### src/rtl/lsu_pkg.sv
// Shared definitions for the load/store unit: FSM state encoding,
// access-size codes and error-cause codes.
package lsu_pkg;

  typedef enum logic [1:0] {
    ST_IDLE = 2'b00,
    ST_REQ  = 2'b01,
    ST_DONE = 2'b10,
    ST_ERR  = 2'b11
  } lsu_state_t;

  localparam logic [1:0] SZ_BYTE = 2'b00;
  localparam logic [1:0] SZ_HALF = 2'b01;
  localparam logic [1:0] SZ_WORD = 2'b10;
  localparam logic [1:0] SZ_ILL  = 2'b11;

  localparam logic [1:0] CAUSE_NONE     = 2'b00;
  localparam logic [1:0] CAUSE_MISALIGN = 2'b01;
  localparam logic [1:0] CAUSE_TIMEOUT  = 2'b10;
  localparam logic [1:0] CAUSE_ILLEGAL  = 2'b11;

endpackage

### src/rtl/load_store_unit_if.sv
// Data-memory req/ack bus.
//   bus_req_o   request, held high for the whole access
//   bus_we_o    1 = write
//   bus_addr_o  word-aligned address
//   bus_be_o    byte enables, bit n = lane [8n+7:8n]
//   bus_wdata_o write data, replicated across lanes
//   bus_ack_i   completion; read data valid in the same cycle
//   bus_rdata_i read data
// master = load/store unit, slave = memory.
interface load_store_unit_if;
  logic        bus_req_o;
  logic        bus_we_o;
  logic [31:0] bus_addr_o;
  logic [3:0]  bus_be_o;
  logic [31:0] bus_wdata_o;
  logic        bus_ack_i;
  logic [31:0] bus_rdata_i;

  modport master (
    output bus_req_o, bus_we_o, bus_addr_o, bus_be_o, bus_wdata_o,
    input  bus_ack_i, bus_rdata_i
  );

  modport slave (
    input  bus_req_o, bus_we_o, bus_addr_o, bus_be_o, bus_wdata_o,
    output bus_ack_i, bus_rdata_i
  );
endinterface

### src/rtl/lsu_lane_align.sv
// Purely combinational lane steering for the load/store unit.
//   Write side: wr_size/wr_offset/store_data -> be, wdata (replicated lanes).
//   Read side:  rd_size/rd_offset/rd_unsigned/rdata -> load_data
//               (lane selected, then sign- or zero-extended).
module lsu_lane_align
  import lsu_pkg::*;
(
  input  logic [1:0]  wr_size,
  input  logic [1:0]  wr_offset,
  input  logic [31:0] store_data,
  output logic [3:0]  be,
  output logic [31:0] wdata,
  input  logic [1:0]  rd_size,
  input  logic [1:0]  rd_offset,
  input  logic        rd_unsigned,
  input  logic [31:0] rdata,
  output logic [31:0] load_data
);

  logic signed [7:0]  byte_s;
  logic signed [15:0] half_s;
  logic signed [31:0] byte_ext_s;
  logic signed [31:0] half_ext_s;

  always_comb begin
    be    = 4'b0000;
    wdata = store_data;
    case (wr_size)
      SZ_BYTE: begin
        be    = 4'b0001 << wr_offset;
        wdata = {4{store_data[7:0]}};
      end
      SZ_HALF: begin
        be    = wr_offset[1] ? 4'b1100 : 4'b0011;
        wdata = {2{store_data[15:0]}};
      end
      SZ_WORD: be = 4'b1111;
      default: be = 4'b0000;
    endcase
  end

  always_comb begin
    byte_s     = rdata[{rd_offset, 3'b000} +: 8];
    half_s     = rd_offset[1] ? rdata[31:16] : rdata[15:0];
    // signed-to-signed assignment performs the sign extension
    byte_ext_s = byte_s;
    half_ext_s = half_s;
    load_data  = 32'h0;
    case (rd_size)
      SZ_BYTE: load_data = rd_unsigned ? {24'h0, byte_s} : byte_ext_s;
      SZ_HALF: load_data = rd_unsigned ? {16'h0, half_s} : half_ext_s;
      SZ_WORD: load_data = rdata;
      default: load_data = 32'h0;
    endcase
  end

endmodule

### src/rtl/load_store_unit.sv
// Data-memory access stage behind the ALU. Runs one lw/lh/lhu/lb/lbu/sw/sh/sb
// transaction on a req/ack bus and stalls the datapath with busy_o meanwhile.
//   clk, reset (async, active low)
//   mem_read_i/mem_write_i/mem_size_i/unsigned_i : access request from control
//   address_i, store_data_i                      : effective address, rt value
//   busy_o      stall, combinational from inputs while idle
//   done_o      one-cycle completion pulse
//   load_data_o extended load result, held until the next completed load
//   err_o       one-cycle abort pulse; err_cause_o held until next error
//   bus         req/ack memory bus (master side)
module load_store_unit
  import lsu_pkg::*;
#(
  parameter int TIMEOUT_CYCLES = 16
) (
  input  logic                      clk,
  input  logic                      reset,
  input  logic                      mem_read_i,
  input  logic                      mem_write_i,
  input  logic [1:0]                mem_size_i,
  input  logic                      unsigned_i,
  input  logic [31:0]               address_i,
  input  logic [31:0]               store_data_i,
  output logic                      busy_o,
  output logic                      done_o,
  output logic [31:0]               load_data_o,
  output logic                      err_o,
  output logic [1:0]                err_cause_o,
  load_store_unit_if.master         bus
);

  lsu_state_t  state_q, state_d;
  logic [7:0]  cnt_q;
  logic [1:0]  cause_d;
  logic        start;
  logic        illegal;
  logic        misalign;

  logic        req_q;
  logic        we_q;
  logic [31:0] addr_q;
  logic [3:0]  be_q;
  logic [31:0] wdata_q;
  logic [1:0]  size_q;
  logic        uns_q;
  logic [1:0]  off_q;
  logic [31:0] load_q;
  logic [1:0]  cause_q;

  logic [3:0]  be_new;
  logic [31:0] wdata_new;
  logic [31:0] load_ext;

  lsu_lane_align u_align (
    .wr_size     (mem_size_i),
    .wr_offset   (address_i[1:0]),
    .store_data  (store_data_i),
    .be          (be_new),
    .wdata       (wdata_new),
    .rd_size     (size_q),
    .rd_offset   (off_q),
    .rd_unsigned (uns_q),
    .rdata       (bus.bus_rdata_i),
    .load_data   (load_ext)
  );

  assign start    = mem_read_i | mem_write_i;
  assign illegal  = (mem_read_i & mem_write_i) | (mem_size_i == SZ_ILL);
  assign misalign = ((mem_size_i == SZ_WORD) && (address_i[1:0] != 2'b00)) ||
                    ((mem_size_i == SZ_HALF) && address_i[0]);

  always_comb begin
    state_d = state_q;
    cause_d = cause_q;
    case (state_q)
      ST_IDLE: begin
        if (start) begin
          if (illegal) begin
            state_d = ST_ERR;
            cause_d = CAUSE_ILLEGAL;
          end else if (misalign) begin
            state_d = ST_ERR;
            cause_d = CAUSE_MISALIGN;
          end else begin
            state_d = ST_REQ;
          end
        end
      end
      ST_REQ: begin
        // ack wins over an expiring timeout on the same edge
        if (bus.bus_ack_i) begin
          state_d = ST_DONE;
        end else if (cnt_q == 8'(TIMEOUT_CYCLES - 1)) begin
          state_d = ST_ERR;
          cause_d = CAUSE_TIMEOUT;
        end
      end
      ST_DONE: state_d = ST_IDLE;
      ST_ERR:  state_d = ST_IDLE;
      default: state_d = ST_IDLE;
    endcase
  end

  always_ff @(posedge clk or negedge reset) begin
    if (!reset) begin
      state_q <= ST_IDLE;
      cnt_q   <= 8'd0;
      cause_q <= CAUSE_NONE;
      req_q   <= 1'b0;
      we_q    <= 1'b0;
      addr_q  <= 32'h0;
      be_q    <= 4'h0;
      wdata_q <= 32'h0;
      size_q  <= SZ_BYTE;
      uns_q   <= 1'b0;
      off_q   <= 2'b00;
      load_q  <= 32'h0;
    end else begin
      state_q <= state_d;
      cause_q <= cause_d;

      if ((state_q == ST_REQ) && (state_d == ST_REQ)) begin
        cnt_q <= cnt_q + 8'd1;
      end else begin
        cnt_q <= 8'd0;
      end

      if ((state_q == ST_IDLE) && (state_d == ST_REQ)) begin
        req_q   <= 1'b1;
        we_q    <= mem_write_i;
        addr_q  <= {address_i[31:2], 2'b00};
        be_q    <= be_new;
        wdata_q <= wdata_new;
        size_q  <= mem_size_i;
        uns_q   <= unsigned_i;
        off_q   <= address_i[1:0];
      end else if ((state_q == ST_REQ) && (state_d != ST_REQ)) begin
        req_q <= 1'b0;
        we_q  <= 1'b0;
        be_q  <= 4'h0;
      end

      if ((state_q == ST_REQ) && bus.bus_ack_i && !we_q) begin
        load_q <= load_ext;
      end
    end
  end

  assign busy_o      = ((state_q == ST_IDLE) && start) || (state_q == ST_REQ);
  assign done_o      = (state_q == ST_DONE);
  assign err_o       = (state_q == ST_ERR);
  assign err_cause_o = cause_q;
  assign load_data_o = load_q;

  assign bus.bus_req_o   = req_q;
  assign bus.bus_we_o    = we_q;
  assign bus.bus_addr_o  = addr_q;
  assign bus.bus_be_o    = be_q;
  assign bus.bus_wdata_o = wdata_q;

endmodule

### src/flat_wrapper.sv
// flat-port wrapper written by rule: the top's interface ports become plain ports
module load_store_unit_flat import lsu_pkg::*;
#(
  parameter int TIMEOUT_CYCLES = 16
)
  (clk, reset, mem_read_i, mem_write_i, mem_size_i, unsigned_i, address_i, store_data_i, busy_o, done_o, load_data_o, err_o, err_cause_o, bus_bus_req_o, bus_bus_we_o, bus_bus_addr_o, bus_bus_be_o, bus_bus_wdata_o, bus_bus_ack_i, bus_bus_rdata_i);
  load_store_unit_if bus_i ();
  input  logic clk;
  input  logic reset;
  input  logic mem_read_i;
  input  logic mem_write_i;
  input  logic [1:0] mem_size_i;
  input  logic unsigned_i;
  input  logic [31:0] address_i;
  input  logic [31:0] store_data_i;
  output logic busy_o;
  output logic done_o;
  output logic [31:0] load_data_o;
  output logic err_o;
  output logic [1:0] err_cause_o;
  output wire logic [$bits(bus_i.bus_req_o)-1:0] bus_bus_req_o;
  output wire logic [$bits(bus_i.bus_we_o)-1:0] bus_bus_we_o;
  output wire logic [$bits(bus_i.bus_addr_o)-1:0] bus_bus_addr_o;
  output wire logic [$bits(bus_i.bus_be_o)-1:0] bus_bus_be_o;
  output wire logic [$bits(bus_i.bus_wdata_o)-1:0] bus_bus_wdata_o;
  input wire logic [$bits(bus_i.bus_ack_i)-1:0] bus_bus_ack_i;
  input wire logic [$bits(bus_i.bus_rdata_i)-1:0] bus_bus_rdata_i;
  assign bus_bus_req_o = bus_i.bus_req_o;
  assign bus_bus_we_o = bus_i.bus_we_o;
  assign bus_bus_addr_o = bus_i.bus_addr_o;
  assign bus_bus_be_o = bus_i.bus_be_o;
  assign bus_bus_wdata_o = bus_i.bus_wdata_o;
  assign bus_i.bus_ack_i = bus_bus_ack_i;
  assign bus_i.bus_rdata_i = bus_bus_rdata_i;
  load_store_unit #(.TIMEOUT_CYCLES(TIMEOUT_CYCLES)) u_core (.clk(clk), .reset(reset), .mem_read_i(mem_read_i), .mem_write_i(mem_write_i), .mem_size_i(mem_size_i), .unsigned_i(unsigned_i), .address_i(address_i), .store_data_i(store_data_i), .busy_o(busy_o), .done_o(done_o), .load_data_o(load_data_o), .err_o(err_o), .err_cause_o(err_cause_o), .bus(bus_i));
endmodule
### config.mk
export PLATFORM = sky130hd
export DESIGN_NAME = load_store_unit_flat
export DESIGN_NICKNAME = d
export VERILOG_FILES = /design/src/rtl/lsu_pkg.sv /design/src/rtl/load_store_unit_if.sv /design/src/rtl/lsu_lane_align.sv /design/src/rtl/load_store_unit.sv /design/src/flat_wrapper.sv
export SDC_FILE = /design/constraint.sdc
export NUM_CORES = 1
export LEC_CHECK = 0
export CORE_MARGIN = 2
export CORE_UTILIZATION = 49
export DETAILED_ROUTE_END_ITERATION = 6
export PLACE_DENSITY = 0.86
export REMOVE_ABC_BUFFERS = 1
export SLEW_MARGIN = 5
export SYNTH_ARGS = -nofsm -noshare
export SYNTH_HDL_FRONTEND = slang
export SYNTH_HIERARCHICAL = 1
export SYNTH_SLANG_ARGS = --single-unit
### constraint.sdc
create_clock -name clk -period 4.84 [get_ports clk]
set_clock_uncertainty 0.15 [all_clocks]
set_input_delay 0.726 -clock clk [delete_from_list [all_inputs] [get_ports clk]]
set_output_delay 0.726 -clock clk [all_outputs]
set_load 0.05 [all_outputs]
==> reports/metrics.csv, run 1 <==
metric;value;unit
drv_slew;0;
cts_setup_buffers;0;
post-route-min-period;3112;ps
yosys_most_used_dff;dfrtp_1;
ys_warn_count;6;
cts_hold_buffers;0;
arrival;2240;ps
cts_root_buf;clkbuf_16;
async_flop_share;100.0;%
syn_area_per_cell;12.16;µm²
place_ws;1361;ps
hold_violations;0;
tns;0;ps
dp_hpwl;11.12;mm
fmax;321.3;MHz
clk_latency;400;ps
violations;DRC;
crit_chain;clkdlybuf4s50_1 -> nor3_1 -> nor2_1 -> clkdlybuf4s50_1;
n_antenna_cell;0;
overflow;0;
peakVddDrop;545.4;µV
min_path_type;register to register;
switching_share;46.44;%
syn_area;5812;µm²
rsz0062_at_grt;no;
yosysTopAreaCellShare;50.38;%
grt_usage;26.16;%
nNetsFinal;776;
seq_area_frac_synth;50.38;%
coreArea;11520;µm²
fp.dieW;112.9;µm
route.detailed.drc;14;
power_density;787.2;nW/µm²
dr.pass1.iters;7;
clock_sinks;117;
h-tree-depth;4;
status;finished, violations left;
p_switching;3.080;mW
synth_area_leaders;dfrtp_1, mux2_2, mux2_1, mux2i_1, o21ai_0;
worstSetupEndpointType;output port;
routabilityCongestion;0.8776;
finalWorstSetupSlack;1728;ps
cpMostUsedCell;clkdlybuf4s50_1;
routedWlPerCell;19.91;µm
area_delta_synth_final;44.95;%
rows;39;
tightestPinTransition;1166;ps
viasPerCell;5.630;
synth_edf_count;0;
wirelength;16.46;mm
yosysMostFrequentCell;dfrtp_1;
postRouteAntennaNets;0;
crit_required;3960;ps
drt-initial-drc-count;313;
dieArea;12750;µm²
cts_tree;built;
synthCells;478;
holdWs;312.9;ps
cp-start-kind;input pin;
fillers;823;
setup_violations;0;
critPathKind;input pin to output port;
fp.dieH;112.9;µm
cp_slowest_cell;clkdlybuf4s50_1;
pwr-share-comb;55.4;%
grt_first_pass_wirelength;26.01;mm
leakage;3.507;nW
io_pins;211;
numCtsBuffers;17;
initial_core_util;50.47;%
maxSlewHeadroom;22.26;%
internal_power;3.552;mW
power_frac_seq;26.4;%
antenna_found_initial;0;
io_buffers;208;
ys_ff_latch;117;
via_count;4656;
post_cts_resize_count;0;
synth_top_cell_by_area;dfrtp_1;
synthTopCellsByCount;dfrtp_1, mux2_2, o21ai_0;
path_clk_slew;50;ps
cpPeakStageDelay;810;ps
max_cap_violations;0;
grt_start_max_net_pins;74;
grt_pass1_vias;4929;
p_clk_share;18.3;%
fin_crit_sh;64.30;%
cts.path.max_buffers;2;
drive_gt1_share;22.22;%
ys_types;48;
worstPathMaxFanout;4;
-- placed cells by master, fill, tap and decap left out, drive strengths merged, types with 4 or more instances in the layout --
cell / synthesis / final
nand2b: 11 / 11
mux2: 117 / 117
clkinvlp: 0 / 6
mux2i: 18 / 18
a31oi: 8 / 8
nand2: 30 / 30
a21oi: 5 / 5
nand3: 4 / 4
clkdlybuf4s50: 0 / 207
buf: 31 / 6
clkinv: 0 / 5
and3b: 7 / 7
nor2: 22 / 22
o22ai: 7 / 7
o21ai: 34 / 34
nor3: 4 / 4
o221ai: 7 / 7
o2bb2ai: 5 / 5
dfrtp: 117 / 117
nand3b: 7 / 7
inv: 4 / 4
clkbuf: 9 / 19
-- state kept, by name, indices dropped and copies added (netlist names) --
register and cells:
u_core/bus.bus_addr_o 30, u_core/bus.bus_be_o 4, u_core/bus.bus_req_o 1, u_core/bus.bus_wdata_o 32, u_core/bus.bus_we_o 1, u_core/cnt_q 8, u_core/err_cause_o 2, u_core/load_data_o 32
u_core/off_q 2, u_core/size_q 2, u_core/state_q 2, u_core/uns_q 1
-- through the flow --
stage | util [%] | std cells | area, µm² | power, mW
floorplan | - | 439 | 5549 | 4.089
global placement | 68.14 | 795 | 7848 | 5.291
detailed placement | 68.14 | 795 | 7848 | 5.388
CTS | 73.15 | 827 | 8424 | 6.652
global route | 73.15 | 827 | 8424 | 6.915
finish | 73.15 | 827 | 8424 | 6.632
-- final timing paths --
path / cells past startpoint / slack (ps) / end / from
max: 4 / 1730 / busy_o / mem_write_i
min: 1 / 310 / u_core/cnt_q[0]$_DFF_PN0_ / u_core/cnt_q[0]$_DFF_PN0_
max reg2reg: 3 / 2130 / u_core/bus.bus_addr_o[23]$_DFFE_PN0P_ / u_core/state_q[0]$_DFF_PN0_
min reg2reg: 1 / 310 / u_core/cnt_q[0]$_DFF_PN0_ / u_core/cnt_q[0]$_DFF_PN0_
max in group asynchronous: 2 / 3040 / u_core/bus.bus_be_o[2]$_DFFE_PN0P_ / reset
min in group asynchronous: 1 / 320 / u_core/cnt_q[7]$_DFF_PN0_ / reset
-- power groups by stage --
stage / Sequential (mW) / Clock, mW / Combinational (mW)
global route: 1.81 / 1.28 / 3.82
CTS: 1.75 / 1.24 / 3.67
finish: 1.75 / 1.21 / 3.67
global placement: 1.71 / 0 / 3.58
detailed placement: 1.74 / 0 / 3.64
floorplan: 3.13 / 0 / 0.963
-- critical path: cells and delay by family --
family        cells  cell delay (ps)
buf+inv           2             1330
simple gates      2              180
-- cell type report --
class                           count  area, µm²  share of cell area [%]
Tap cell                          143      178.9                   2.124
Clock buffer                       19      442.9                   5.258
Clock inverter                     13      133.9                   1.589
Sequential cell                   117       2928                   34.75
Multi-Input combinational cell    318       2609                   30.97
Timing Repair Buffer              213       2117                   25.13
Inverter                            4      15.01                  0.1782
-- per-layer routing --
layer	vias up	GRT usage, %	share of wire (%)
li1	2103	-	-
met1	2292	30.93	38
met2	247	44.46	50
met3	14	9.641	9.8
met4	0	8.618	1.3
met5	-	0	0
-- logic make-up after synthesis --
| logic type | after synthesis | synth area share [%] |
|---|---|---|
| buffers and inverters | 44 | 4.844 |
| XOR/XNOR | 6 | 0.9044 |
| flip-flops | 117 | 50.38 |
| other | 1 | 0.06452 |
| AND/OR/NAND/NOR | 101 | 9.451 |
| AO/OA/AOI/OAI | 72 | 7.772 |
| multiplexers | 136 | 26.37 |
| adder cells (fa/ha/maj) | 1 | 0.2153 |
No activity file was read; power rests on OpenSTA's default activity.
==> run 2, diff against run 1 <==
Settings changed: CORE_UTILIZATION 49 to 45, PLACE_DENSITY 0.86 to 0.8.
Clock period 4.84 ns to 3.2 ns, I/O delays scaled along.
==> run 2 against run 1 <==
The run now ends clean; global-route usage is 2.1 points lower; via count is 1.0% lower; core utilization is 5.2 points lower; total power is 53% higher; clock power is 62% higher; sequential share of layout area is 0.61 points lower; flip-flop and latch count stayed put; combinational power is 52% higher; cell area is 1.8% higher; first-iteration DRC count is 0.32% higher.
==> reports/metrics.csv, run 2 (synthesis results as in run 1) <==
metric;value;unit;change
postRouteAntennaNets;0;;unchanged
r2r-start;u_core/size_q[1]$_DFFE_PN0P_;;was u_core/state_q[0]$_DFF_PN0_
place_ws;504.1;ps;was 1361 ps
leakage;3.575;nW;was 3.507 nW
viasPerCell;5.353;;was 5.630
max_cap_violations;0;;unchanged
wirelength;16.10;mm;was 16.46 mm
crit_family;buffers and inverters;;unchanged
tns;0;ps;unchanged
holdPathEnd;u_core/cnt_q[0]$_DFF_PN0_;;unchanged
holdPathStages;1;;unchanged
dr.pass1.iters;5;;was 7
numCtsBuffers;17;;unchanged
finalWorstSetupSlack;555.3;ps;was 1728 ps
arrival;2010;ps;was 2240 ps
power_density;1182;nW/µm²;was 787.2 nW/µm²
post-route-min-period;2645;ps;
fp.dieW;117.6;µm;was 112.9 µm
grt_start_max_net_pins;79;;was 74
status;finished, final reports clean;;was finished, violations left
tightestPinTransition;670.9;ps;was 1166 ps
maxSlewHeadroom;55.27;%;was 22.26%
clk_latency;420;ps;was 400 ps
coreArea;12620;µm²;was 11,520 µm²
crit_chain;clkdlybuf4s50_1 -> nor3_1 -> nor2_1 -> clkdlybuf4s50_1;;unchanged
cts_root_buf;clkbuf_16;;unchanged
final_cell_mix;clkdlybuf4s50_1, dfrtp_1, mux2_2;;unchanged
drt-initial-drc-count;314;;was 313
n_antenna_cell;0;;unchanged
drv_slew;0;;unchanged
worstPathMaxFanout;4;;unchanged
nNetsFinal;781;;was 776
finalNonFillerCells;861;;was 827
cts_tree;built;;unchanged
worstSetupEndpointType;output port;;unchanged
grt_usage;24.01;%;was 26.16%
fmax;378.1;MHz;
clock_sinks;117;;unchanged
hold_violations;0;;unchanged
ff2ff_setup_slack;910;ps;was 2130 ps
cpPeakStageDelay;800;ps;was 810 ps
path_clk_slew;50;ps;about the same
route.detailed.drc;0;;was 14
routabilityCongestion;0.8426;;was 0.8776
mostFrequentLayoutCell;clkdlybuf4s50_1;;unchanged
cpMostUsedCell;clkdlybuf4s50_1;;unchanged
utilization;67.95;%;was 73.15%
dp_cells;828;;was 795
h-tree-depth;4;;unchanged
cp-start-kind;input pin;;unchanged
critPathKind;input pin to output port;;unchanged
timing.rr.end;u_core/load_data_o[13]$_DFFE_PN0P_;;was u_core/bus.bus_addr_o[23]$_DFFE_PN0P_
min_from;u_core/cnt_q[0]$_DFF_PN0_;;unchanged
setup_violations;0;;unchanged
grt_first_pass_wirelength;26.23;mm;was 26.01 mm
peakVddDrop;763.7;µV;was 545.4 µV
drive_gt1_share;22.35;%;was 22.22%
overflow;0;;unchanged
routedWlPerCell;18.69;µm;was 19.91 µm
area_delta_synth_final;47.53;%;was 44.95%
rows;41;;was 39
grt_pass1_vias;4972;;was 4,929
fin_crit_sh;82.65;%;
cts_setup_buffers;0;;unchanged
via_count;4609;;was 4,656
fp.dieH;117.6;µm;was 112.9 µm
fillers;980;;was 823
post_cts_resize_count;0;;unchanged
finalPower;10.14;mW;was 6.632 mW
cts.path.max_buffers;2;;unchanged
crit_buf_inv;2;;unchanged
dp_hpwl;11.10;mm;was 11.12 mm
cp_slowest_cell;clkdlybuf4s50_1;;unchanged
min_path_type;register to register;;unchanged
antenna_found_initial;0;;unchanged
rsz0062_at_grt;no;;unchanged
io_pins;211;;unchanged
crit_required;2570;ps;was 3960 ps
io_buffers;208;;unchanged
reg2regPathDepth;4;;was 3
dieArea;13840;µm²;was 12,750 µm²
initial_core_util;46.05;%;was 50.47%
run 2: layer usage:
metal | track usage (%) | up-vias | wire length, µm
met1 | 27.78 | 2240 | 6408
met4 | 7.831 | 0 | 216
li1 | - | 2111 | -
met3 | 10.66 | 21 | 1645
met5 | 0 | - | 0
met2 | 39.86 | 237 | 7825
run 2: layout make-up:
class | count | area (µm²) | area share [%]
flip-flops and latches | 117 | 2928 | 34.15
multi-input cells | 318 | 2609 | 30.42
repair buffers | 218 | 2195 | 25.59
clock buffers | 24 | 491.7 | 5.735
well taps | 172 | 215.2 | 2.510
clock inverters | 8 | 121.4 | 1.415
inverters | 4 | 15.01 | 0.1751
run 2: repair_timing:
| action | in CTS | in global routing |
|---|---|---|
| hold endpoints to repair | 39 | 0 |
| setup endpoints to repair | 0 | 0 |
| hold buffers | 1 | 0 |
run 2: per-stage QoR:
stage | hold WS [ps] | instance area (µm²)
after floorplan | 34.41 | 5549
after global placement | 291.6 | 7951
after global routing | 352.8 | 8574
after CTS | 322.0 | 8574
after detailed placement | 302.3 | 7951
final | 316.4 | 8574
run 2: how the worst max path moves through the flow:
stage	from	end	slack [ps]	cells after the start
CTS	mem_write_i	busy_o	570	4
floorplan	u_core/state_q[0]$_DFF_PN0_	u_core/load_data_o[0]$_DFFE_PN0P_	450	4
detailed placement	mem_write_i	u_core/bus.bus_wdata_o[16]$_DFFE_PN0P_	500	6
global route	mem_read_i	busy_o	470	4
global placement	mem_write_i	u_core/bus.bus_wdata_o[17]$_DFFE_PN0P_	550	6
finish	mem_write_i	busy_o	560	4
run 2: report_power, final:
part           internal (mW)  switching (mW)  leakage (nW)
clock                   1.30           0.660         0.300
sequential              2.15           0.439          1.44
combinational           2.09            3.50          1.83
total                   5.54            4.60          3.58
